--- config.mk ---
export PLATFORM = sky130hd
export DESIGN_NAME = upsampling
export DESIGN_NICKNAME = d
export VERILOG_FILES = /design/src/rtl/scope_pkg.sv /design/src/rtl/upsampling_lerp.sv /design/src/rtl/upsampling.sv
export SDC_FILE = /design/constraint.sdc
export NUM_CORES = 1
export LEC_CHECK = 0
export CAP_MARGIN = 20
export CORE_MARGIN = 5
export CORE_UTILIZATION = 54
export CTS_CLUSTER_DIAMETER = 120
export CTS_CLUSTER_SIZE = 10
export DETAILED_ROUTE_END_ITERATION = 8
export PLACE_DENSITY = 0.84
export SLEW_MARGIN = 20
export SYNTH_ARGS = -nofsm -noshare
export SYNTH_HDL_FRONTEND = slang
export SYNTH_HIERARCHICAL = 1
export SYNTH_SLANG_ARGS = --single-unit
--- constraint.sdc ---
create_clock -name iClk -period 2.45 [get_ports iClk]
set_clock_uncertainty 0.05 [all_clocks]
set_input_delay 0.49 -clock iClk [delete_from_list [all_inputs] [get_ports iClk]]
set_output_delay 0.49 -clock iClk [all_outputs]
set_load 0.005 [all_outputs]
--- src/rtl/scope_pkg.sv ---
// Definitions shared by the sample-path blocks: the sample width and the upsampler state encoding.
package scope_pkg;

  localparam int SAMPLE_W = 8;

  typedef enum logic [1:0] {
    EMPTY,
    WAIT,
    RUN
  } upsample_state_t;

endpackage

--- src/rtl/upsampling_lerp.sv ---
// Combinational interpolation point: cur + floor((nxt - cur) * phase / FACTOR).
// The result always lies between cur and nxt, so truncating it to DATA_W bits is exact.
module upsampling_lerp
  import scope_pkg::*;
#(
  parameter int LOG2_FACTOR = 2,
  parameter int DATA_W      = SAMPLE_W
) (
  input  logic [DATA_W-1:0]      cur,
  input  logic [DATA_W-1:0]      nxt,
  input  logic [LOG2_FACTOR-1:0] phase,
  output logic [DATA_W-1:0]      value
);

  localparam int PW = DATA_W + 1 + LOG2_FACTOR;

  logic signed [DATA_W:0] diff;
  logic signed [PW-1:0]   diff_ext;
  logic signed [PW-1:0]   phase_ext;
  logic signed [PW-1:0]   cur_ext;
  logic signed [PW-1:0]   prod;
  logic signed [PW-1:0]   shifted;

  // All operands are widened to one common signed width so the arithmetic shift floors negative steps
  always_comb begin
    diff      = $signed({1'b0, nxt}) - $signed({1'b0, cur});
    diff_ext  = $signed({{LOG2_FACTOR{diff[DATA_W]}}, diff});
    phase_ext = $signed({{(DATA_W + 1){1'b0}}, phase});
    cur_ext   = $signed({{(LOG2_FACTOR + 1){1'b0}}, cur});
    prod      = diff_ext * phase_ext;
    shifted   = prod >>> LOG2_FACTOR;
    value     = DATA_W'(cur_ext + shifted);
  end

endmodule

--- src/rtl/upsampling.sv ---
// Rate expander: each accepted sample yields 2**LOG2_FACTOR outputs, one per iTick.
// Zero-order hold by default; define UPSAMPLING_LERP_EN for linear interpolation.
module upsampling
  import scope_pkg::*;
#(
  parameter int LOG2_FACTOR = 2,
  parameter int DATA_W      = SAMPLE_W
) (
  input  logic              iClk,
  input  logic              iRst_n,
  input  logic              iTick,
  input  logic [DATA_W-1:0] iData,
  input  logic              iData_Valid,
  output logic              oReady,
  output logic [DATA_W-1:0] oData,
  output logic              oData_Valid,
  output logic              oUnderrun
);

  upsample_state_t          state, state_d;
  logic [DATA_W-1:0]        cur, cur_d;
  logic [DATA_W-1:0]        nxt, nxt_d;
  logic                     nxt_valid, nxt_valid_d;
  logic [LOG2_FACTOR-1:0]   phase, phase_d;
  logic [DATA_W-1:0]        data_reg, data_d;
  logic                     valid_reg, valid_d;
  logic                     underrun_reg, underrun_d;
  logic [DATA_W-1:0]        emit_value;

`ifdef UPSAMPLING_LERP_EN
  upsampling_lerp #(
    .LOG2_FACTOR(LOG2_FACTOR),
    .DATA_W     (DATA_W)
  ) u_lerp (
    .cur  (cur),
    .nxt  (nxt),
    .phase(phase),
    .value(emit_value)
  );
`else
  assign emit_value = cur;
`endif

  always_ff @(posedge iClk or negedge iRst_n) begin
    if (!iRst_n) begin
      state        <= EMPTY;
      cur          <= '0;
      nxt          <= '0;
      nxt_valid    <= 1'b0;
      phase        <= '0;
      data_reg     <= '0;
      valid_reg    <= 1'b0;
      underrun_reg <= 1'b0;
    end else begin
      state        <= state_d;
      cur          <= cur_d;
      nxt          <= nxt_d;
      nxt_valid    <= nxt_valid_d;
      phase        <= phase_d;
      data_reg     <= data_d;
      valid_reg    <= valid_d;
      underrun_reg <= underrun_d;
    end
  end

  // A sample is only accepted into an empty buffer, so it can never collide with a buffer consume
  always_comb begin
    state_d     = state;
    cur_d       = cur;
    nxt_d       = nxt;
    nxt_valid_d = nxt_valid;
    phase_d     = phase;
    data_d      = data_reg;
    valid_d     = 1'b0;
    underrun_d  = 1'b0;

    if (iData_Valid && !nxt_valid) begin
      nxt_d       = iData;
      nxt_valid_d = 1'b1;
    end

    case (state)
`ifdef UPSAMPLING_LERP_EN
      EMPTY: begin
        underrun_d = iTick;
        if (nxt_valid) begin
          cur_d       = nxt;
          nxt_valid_d = 1'b0;
          state_d     = WAIT;
        end
      end
      WAIT: begin
        underrun_d = iTick;
        if (nxt_valid) begin
          phase_d = '0;
          state_d = RUN;
        end
      end
`else
      EMPTY, WAIT: begin
        underrun_d = iTick;
        if (nxt_valid) begin
          cur_d       = nxt;
          nxt_valid_d = 1'b0;
          phase_d     = '0;
          state_d     = RUN;
        end
      end
`endif
      RUN: begin
        if (iTick) begin
          data_d  = emit_value;
          valid_d = 1'b1;
          phase_d = phase + 1'b1;
          if (&phase) begin
`ifdef UPSAMPLING_LERP_EN
            cur_d       = nxt;
            nxt_valid_d = 1'b0;
            state_d     = WAIT;
`else
            if (nxt_valid) begin
              cur_d       = nxt;
              nxt_valid_d = 1'b0;
              phase_d     = '0;
            end else begin
              state_d = EMPTY;
            end
`endif
          end
        end
      end
      default: state_d = EMPTY;
    endcase
  end

  assign oReady      = !nxt_valid;
  assign oData       = data_reg;
  assign oData_Valid = valid_reg;
  assign oUnderrun   = underrun_reg;

endmodule

==> metrics.log, run 1 <==
INFO  metric htreeDepth = 2
INFO  metric fin_setup_tns = 0 ps
INFO  metric clock.fmax = 505.6 MHz
INFO  metric rsz0062_at_grt = false
INFO  metric crit_path_start_kind = flip-flop
INFO  metric synth_cell_types = 21
INFO  metric postSynthNetCount = 89
INFO  metric overflow = 0
INFO  metric route.final.wire_length = 2069 µm
INFO  metric cts_repair_resize_count = 0
INFO  metric num_rows = 17
INFO  metric number_of_setup_violations_in_the_final_report = 0
INFO  metric seq_area_frac_synth = 61.41%
INFO  metric crit_slowest_cell = sky130_fd_sc_hd__clkdlybuf4s50_1
INFO  metric ioPinCount = 23
INFO  metric drive_above_1_share = 36.19%
INFO  metric cap_violations = 0
INFO  metric worstHoldPathType = reg -> reg
INFO  metric initial_antenna_violation_count = 0
INFO  metric maximum_number_of_pins_on_one_net_before_global_route_repair = 31
INFO  metric fp.coreArea = about 2200 µm²
INFO  metric worstPathMaxFanout = 8
INFO  metric end_kind = output pin
INFO  metric first_global_vias = approximately 770
INFO  metric routed_wire_length_per_instance = 15.56 µm
INFO  metric p_switching = 0.5035 mW
INFO  metric synth_warnings = 6
INFO  metric internal_power = 1.304 mW
INFO  metric syn_to_final_growth = 24.67%
INFO  metric fin_crit_sh = 80.72%
INFO  metric endpoint_required_time_on_the_critical_path = around 1900 ps
INFO  metric tritoncts = built
INFO  metric utilization = between 60% and 70%
INFO  metric globalRouteTotalUtil = 15.63%
INFO  metric finalWorstPathRequiredPeriod = 1978 ps
INFO  metric crit_buf_inv = 2
INFO  metric synthesis.instances = 76
INFO  metric report.final.hold_viol_count = 0
INFO  metric crit_type = reg -> out
INFO  metric grt_pass1_wl = 3691 µm
INFO  metric combPwrFrac = 34.9%
INFO  metric max_slew_margin = between 70 and 80%
INFO  metric clock_tree.root_cell = sky130_fd_sc_hd__clkbuf_4
INFO  metric chipWidth = 57.58 µm
INFO  metric kind_of_cell_with_the_highest_combined_delay_on_the_critical_path = buffers and inverters
INFO  metric final.fill_count = 155
INFO  metric drt-initial-drc-count = 3
INFO  metric total_number_of_vias = slightly below 700
INFO  metric gpl.final_weighted_congestion = 0.6557
INFO  metric netlist_area = ~1200 µm²
INFO  metric worst_slew_pin_slew = 447.6 ps
INFO  metric dp_hpwl = 1457 µm
INFO  metric dpl_cell_area = 1460 µm²
INFO  metric detailedRoute.firstPassIterationCount = 2
INFO  metric clock_path_buffers = 2
INFO  metric cts_hold_repair.buffers = 0
INFO  metric io_buffers = 22
INFO  metric tritoncts.num_buffers = 5
INFO  metric clkTransAtPathRegs = 90 ps
INFO  metric min_path_cells = 1
INFO  metric cpPeakStageDelay = 500 ps
INFO  metric switching_share = 27.85%
INFO  metric cp_data_arrival_time = 1440 ps
INFO  metric slew_viol_final = 0
INFO  metric layout.nets = between 100 and 150
INFO  metric die_height = 57.58 µm
INFO  metric ant_nets = 0
INFO  metric clock_power_share = between 15 and 20%
INFO  metric fin_total_pwr = between 1.5 and 2 mW
INFO  metric pwr_density_cell = 1186 nW/µm²
INFO  metric synth.avg_cell_area = around 16 µm²
INFO  metric power.sequential.fraction = 48.0%
INFO  metric most-common-layout-cells = sky130_fd_sc_hd__dfrtp_1, sky130_fd_sc_hd__clkdlybuf4s50_1, sky130_fd_sc_hd__mux2_2
INFO  metric path_cells = inv_1 -> clkdlybuf4s50_1
INFO  metric final_design_area_no_fill = 1524 µm²
INFO  metric avgViaCountPerCell = around 5.2
INFO  metric synth_seq_cells = 30
INFO  metric drc = 0
INFO  metric post-cts-setup-buffers = 0
INFO  metric total_leakage_power = 0.7091 nW
INFO  metric most_common_library_cell_in_the_layout_ignoring_fill_and_taps = sky130_fd_sc_hd__dfrtp_1
INFO  metric insertedDiodeCount = 0
INFO  metric r2r.worst_path.cells = 4
INFO  metric crit_cells = 2
INFO  metric clock-sinks = 30
INFO  metric holdWs = 459.8 ps
INFO  metric vdd_drop_max = 0.0006909 V
INFO  metric outcome = finished, final reports clean
INFO  metric die_footprint = between 3000 and 4000 µm²
INFO  metric worst_skew_pair.late_latency = 330 ps
INFO  metric floorplan.initialDensity = 55.80%
==> cell type report <==
cell class              count  area (µm²)  area share [%]
flip-flops and latches     30       750.7           49.26
multi-input cells          40       427.9           28.08
repair buffers             24       235.2           15.44
clock buffers               6       51.30           3.366
well taps                  28       35.03           2.299
clock inverters             2       12.51          0.8210
inverters                   3       11.26          0.7389
==> path summary, 6_finish.rpt <==
path,start,end,slack (ps)
max in group asynchronous,iRst_n,cur[3],1590
min in group asynchronous,iRst_n,nxt[6],490
worst max register to register,phase[0],cur[5],850
worst min register to register,oData[5],oData[5],460
worst min-delay path,oData[5],oData[5],460
worst max-delay path,nxt_valid,oReady,470
==> sequential cells by signal, indices dropped and copies added, names as in the netlist <==
| signal | cells |
|---|---|
| oData_Valid | 1 |
| cur | 8 |
| phase | 2 |
| nxt_valid | 1 |
| oData | 8 |
| oUnderrun | 1 |
| state | 1 |
| nxt | 8 |
==> power by group through the flow <==
stage | logic (mW) | clock network (mW) | registers [mW]
after global routing | 0.686 | 0.345 | 0.902
after detailed placement | 0.641 | 0 | 0.884
after global placement | 0.607 | 0 | 0.864
after floorplan | 0.411 | 0 | 0.846
final | 0.631 | 0.309 | 0.868
after CTS | 0.645 | 0.320 | 0.872
==> kinds of logic (layout without fill, tap and decap cells) <==
logic type	Yosys count	after routing	synth area share, %
simple gates	9	9	4.811
mux	24	24	24.57
buf+inv	6	35	3.582
flops	30	30	61.41
compound gates	6	6	4.606
fa+ha+maj	1	1	1.023
==> cell usage after synthesis <==
| cell | instances | area (µm²) |
|---|---|---|
| sky130_fd_sc_hd__a211oi_1 | 1 | 7.510 |
| sky130_fd_sc_hd__a21boi_4 | 1 | 18.77 |
| sky130_fd_sc_hd__a21o_1 | 1 | 7.510 |
| sky130_fd_sc_hd__a31o_2 | 1 | 8.760 |
| sky130_fd_sc_hd__and2b_1 | 2 | 15.01 |
| sky130_fd_sc_hd__buf_12 | 1 | 20.02 |
| sky130_fd_sc_hd__buf_2 | 1 | 5.000 |
| sky130_fd_sc_hd__buf_4 | 1 | 7.510 |
| sky130_fd_sc_hd__dfrtp_1 | 30 | 750.7 |
| sky130_fd_sc_hd__ha_1 | 1 | 12.51 |
| sky130_fd_sc_hd__inv_1 | 3 | 11.26 |
| sky130_fd_sc_hd__mux2_2 | 16 | 180.2 |
| sky130_fd_sc_hd__mux2_4 | 8 | 120.1 |
| sky130_fd_sc_hd__nand2_1 | 2 | 7.510 |
| sky130_fd_sc_hd__nand2b_1 | 1 | 6.260 |
| sky130_fd_sc_hd__nand2b_4 | 1 | 13.76 |
| sky130_fd_sc_hd__nor2_1 | 1 | 3.750 |
| sky130_fd_sc_hd__nor2b_1 | 1 | 6.260 |
| sky130_fd_sc_hd__o2111ai_1 | 1 | 8.760 |
| sky130_fd_sc_hd__o21ai_0 | 1 | 5.000 |
| sky130_fd_sc_hd__or2_2 | 1 | 6.260 |
==> metal layers <==
layer / GRT usage, % / share of wire [%]
met1: 16.50 / 41
met2: 24.52 / 50
met3: 7.466 / 5.8
met4: 10.60 / 3.1
met5: 0 / 0
==> stage by stage <==
| stage | setup WS [ps] | std cells |
|---|---|---|
| finish | 472.3 | 133 |
| global route | 412.4 | 133 |
| CTS | 449.0 | 133 |
| detailed placement | 430.4 | 125 |
| global placement | 536.0 | 125 |
| floorplan | 944.4 | 76 |
Power figures use the tool's default switching activity.
==> run 2: changes to the inputs <==
--- a/config.mk
+++ b/config.mk
@@ -7,11 +7,11 @@
 export LEC_CHECK = 0
 export CAP_MARGIN = 20
 export CORE_MARGIN = 5
-export CORE_UTILIZATION = 54
+export CORE_UTILIZATION = 50
 export CTS_CLUSTER_DIAMETER = 120
 export CTS_CLUSTER_SIZE = 10
 export DETAILED_ROUTE_END_ITERATION = 8
-export PLACE_DENSITY = 0.84
+export PLACE_DENSITY = 0.79
 export SLEW_MARGIN = 20
 export SYNTH_ARGS = -nofsm -noshare
 export SYNTH_HDL_FRONTEND = slang
==> constraint.sdc (replaced) <==
create_clock -name iClk -period 1.9 [get_ports iClk]
set_clock_uncertainty 0.05 [all_clocks]
set_input_delay 0.38 -clock iClk [delete_from_list [all_inputs] [get_ports iClk]]
set_output_delay 0.38 -clock iClk [all_outputs]
set_load 0.005 [all_outputs]
==> run 2 against run 1 <==
Highest routed layer unchanged. Critical path type unchanged. Flip-flop and latch count unchanged. Clock power grew 23%. Die area rose by 6.6%.
==> metrics.log, run 2 (synthesized netlist as in run 1, its figures left out) <==
INFO  metric route.final.wire_length = 1961 µm (was 2069 µm)
INFO  metric outcome = finished, final reports clean (unchanged)
INFO  metric syn_to_final_growth = 25.90% (was 24.67%)
INFO  metric clkTransAtPathRegs = 90 ps (about the same)
INFO  metric worst_slew_pin_slew = 369.0 ps (was 447.6 ps)
INFO  metric reg2reg_to = cur[0] (was cur[5])
INFO  metric drc = 0 (unchanged)
INFO  metric wl_met2 = 940 µm (was 1027 µm)
INFO  metric fp.coreArea = 2410 µm² (was 2191 µm²)
INFO  metric post_layout_cell_count = 137 (was 133)
INFO  metric maximum_number_of_pins_on_one_net_before_global_route_repair = 31 (unchanged)
INFO  metric number_of_setup_violations_in_the_final_report = 0 (unchanged)
INFO  metric vdd_drop_max = 0.0008503 V (was 0.0006909 V)
INFO  metric routed_wire_length_per_instance = 14.31 µm (was 15.56 µm)
INFO  metric tritoncts.num_buffers = 5 (unchanged)
INFO  metric clock_path_buffers = 2 (unchanged)
INFO  metric end_kind = output pin (unchanged)
INFO  metric overflow = 0 (unchanged)
INFO  metric gpl.final_weighted_congestion = 0.6904 (was 0.6557)
INFO  metric avgViaCountPerCell = 5.066 (was 5.226)
INFO  metric cp_data_arrival_time = 1390 ps (was 1440 ps)
INFO  metric topRoutingLayerUsed = met4 (unchanged)
INFO  metric floorplan.initialDensity = 50.73% (was 55.80%)
INFO  metric endpoint_required_time_on_the_critical_path = 1470 ps (was 1910 ps)
INFO  metric first_global_vias = 752 (was 774)
INFO  metric die_height = 59.45 µm (was 57.58 µm)
INFO  metric cts_repair_resize_count = 0 (unchanged)
INFO  metric ant_nets = 0 (unchanged)
INFO  metric ioPinCount = 23 (unchanged)
INFO  metric layout.nets = 119 (was 117)
INFO  metric max_slew_margin = 75.40% (was 70.09%)
INFO  metric most_common_library_cell_in_the_layout_ignoring_fill_and_taps = sky130_fd_sc_hd__dfrtp_1 (unchanged)
INFO  metric worstHoldPathType = in -> async (was reg -> reg)
INFO  metric io_buffers = 22 (unchanged)
INFO  metric report.final.hold_viol_count = 0 (unchanged)
INFO  metric clock-sinks = 30 (unchanged)
INFO  metric total_leakage_power = 0.7194 nW (was 0.7091 nW)
INFO  metric most-common-layout-cells = sky130_fd_sc_hd__dfrtp_1, sky130_fd_sc_hd__clkdlybuf4s50_1, sky130_fd_sc_hd__mux2_2 (unchanged)
INFO  metric worst_skew_pair.late_latency = 310 ps (was 330 ps)
INFO  metric wirelength_met1 = 894 µm (was 855 µm)
INFO  metric clock_tree.root_cell = sky130_fd_sc_hd__clkbuf_4 (unchanged)
INFO  metric initial_antenna_violation_count = 0 (unchanged)
INFO  metric post-cts-setup-buffers = 0 (unchanged)
INFO  metric htreeDepth = 2 (unchanged)
INFO  metric r2r.worst_path.cells = 4 (unchanged)
INFO  metric total_number_of_vias = 694 (was 695)
INFO  metric fin_total_pwr = 2.314 mW (was 1.808 mW)
INFO  metric worstPathMaxFanout = 8 (unchanged)
INFO  metric worstReg2RegStart = phase[0] (unchanged)
INFO  metric crit_type = reg -> out (unchanged)
INFO  metric cap_violations = 0 (unchanged)
INFO  metric fin_crit_sh = 95.81%
INFO  metric grt_pass1_wl = 3374 µm (was 3691 µm)
INFO  metric tritoncts = built (unchanged)
INFO  metric die_footprint = 3534 µm² (was 3315 µm²)
INFO  metric cts_hold_repair.buffers = 0 (unchanged)
INFO  metric slew_viol_final = 0 (unchanged)
INFO  metric globalRouteTotalUtil = 12.99% (was 15.63%)
INFO  metric detailedRoute.firstPassIterationCount = 4 (was 2)
INFO  metric crit_path_start_kind = flip-flop (unchanged)
INFO  metric chipWidth = 59.45 µm (was 57.58 µm)
INFO  metric fin_setup_tns = 0 ps (unchanged)
INFO  metric finalWorstPathRequiredPeriod = between 1500 and 2000 ps
INFO  metric rsz0062_at_grt = false (unchanged)
INFO  metric wl_met3 = 113 µm (was 121 µm)
INFO  metric pwr_density_cell = 1503 nW/µm² (was 1186 nW/µm²)
INFO  metric place_inst = 129 (was 125)
INFO  metric num_rows = 18 (was 17)
INFO  metric drt-initial-drc-count = 13 (was 3)
INFO  metric r2r_setup_slack = 310 ps (was 850 ps)
INFO  metric utilization = 63.86% (was 69.56%)
INFO  metric insertedDiodeCount = 0 (unchanged)
INFO  metric clock.fmax = 549.3 MHz
INFO  metric drive_above_1_share = 37.38% (was 36.19%)
INFO  metric dp_hpwl = 1412 µm (was 1457 µm)
run 2: worst max-delay path by stage:
| stage | start | endpoint | cells after the start |
|---|---|---|---|
| floorplan | phase[0] | cur[0] | 5 |
| global placement | iTick | cur[0] | 4 |
| detailed placement | iTick | cur[5] | 4 |
| CTS | nxt_valid | oReady | 2 |
| global route | nxt_valid | oReady | 2 |
| finish | nxt_valid | oReady | 2 |
run 2: critical path: stages (launching register included):
cell	delay, ps
sky130_fd_sc_hd__dfrtp_2	470
sky130_fd_sc_hd__inv_1	110
sky130_fd_sc_hd__clkdlybuf4s50_1	500
run 2: report_power, final:
part	leakage [nW]	total [mW]	switching, mW	internal [mW]
sequential	0.356	1.12	0.182	0.939
combinational	0.328	0.812	0.236	0.575
clock	0.0353	0.380	0.201	0.179
total	0.719	2.31	0.620	1.69
run 2: final cells by class:
class | instances | area [µm²]
Clock buffer | 7 | 55.05
Clock inverter | 1 | 5.005
Fill cell | 176 | 870.8
Inverter | 3 | 11.26
Multi-Input combinational cell | 40 | 427.9
Sequential cell | 30 | 752.0
Tap cell | 30 | 37.54
Timing Repair Buffer | 26 | 250.2
run 2: per-stage QoR:
stage                     setup WS [ps]  hold slack [ps]  instance area (µm²)
final                             79.60            389.9                 1539
after global routing              6.495            407.4                 1539
after CTS                         26.35            396.3                 1538
after detailed placement          72.57            440.4                 1478
after global placement            135.9            432.5                 1478
after floorplan                   394.4            34.41                 1222
run 2: routing by layer:
| metal | vias to the layer above | global-route usage (%) |
|---|---|---|
| li1 | 325 | - |
| met4 | 0 | 4.854 |
| met1 | 346 | 16.78 |
| met3 | 2 | 5.011 |
| met2 | 21 | 19.66 |
| met5 | - | 0 |
==> run 3: changes to the inputs <==
--- a/config.mk
+++ b/config.mk
@@ -12,6 +12,7 @@
 export CTS_CLUSTER_SIZE = 10
 export DETAILED_ROUTE_END_ITERATION = 8
 export PLACE_DENSITY = 0.79
+export SKIP_LAST_GASP = 1
 export SLEW_MARGIN = 20
 export SYNTH_ARGS = -nofsm -noshare
 export SYNTH_HDL_FRONTEND = slang
==> results of run 3 <==
No change in the layout: final DEF, timing and power equal those of run 2.
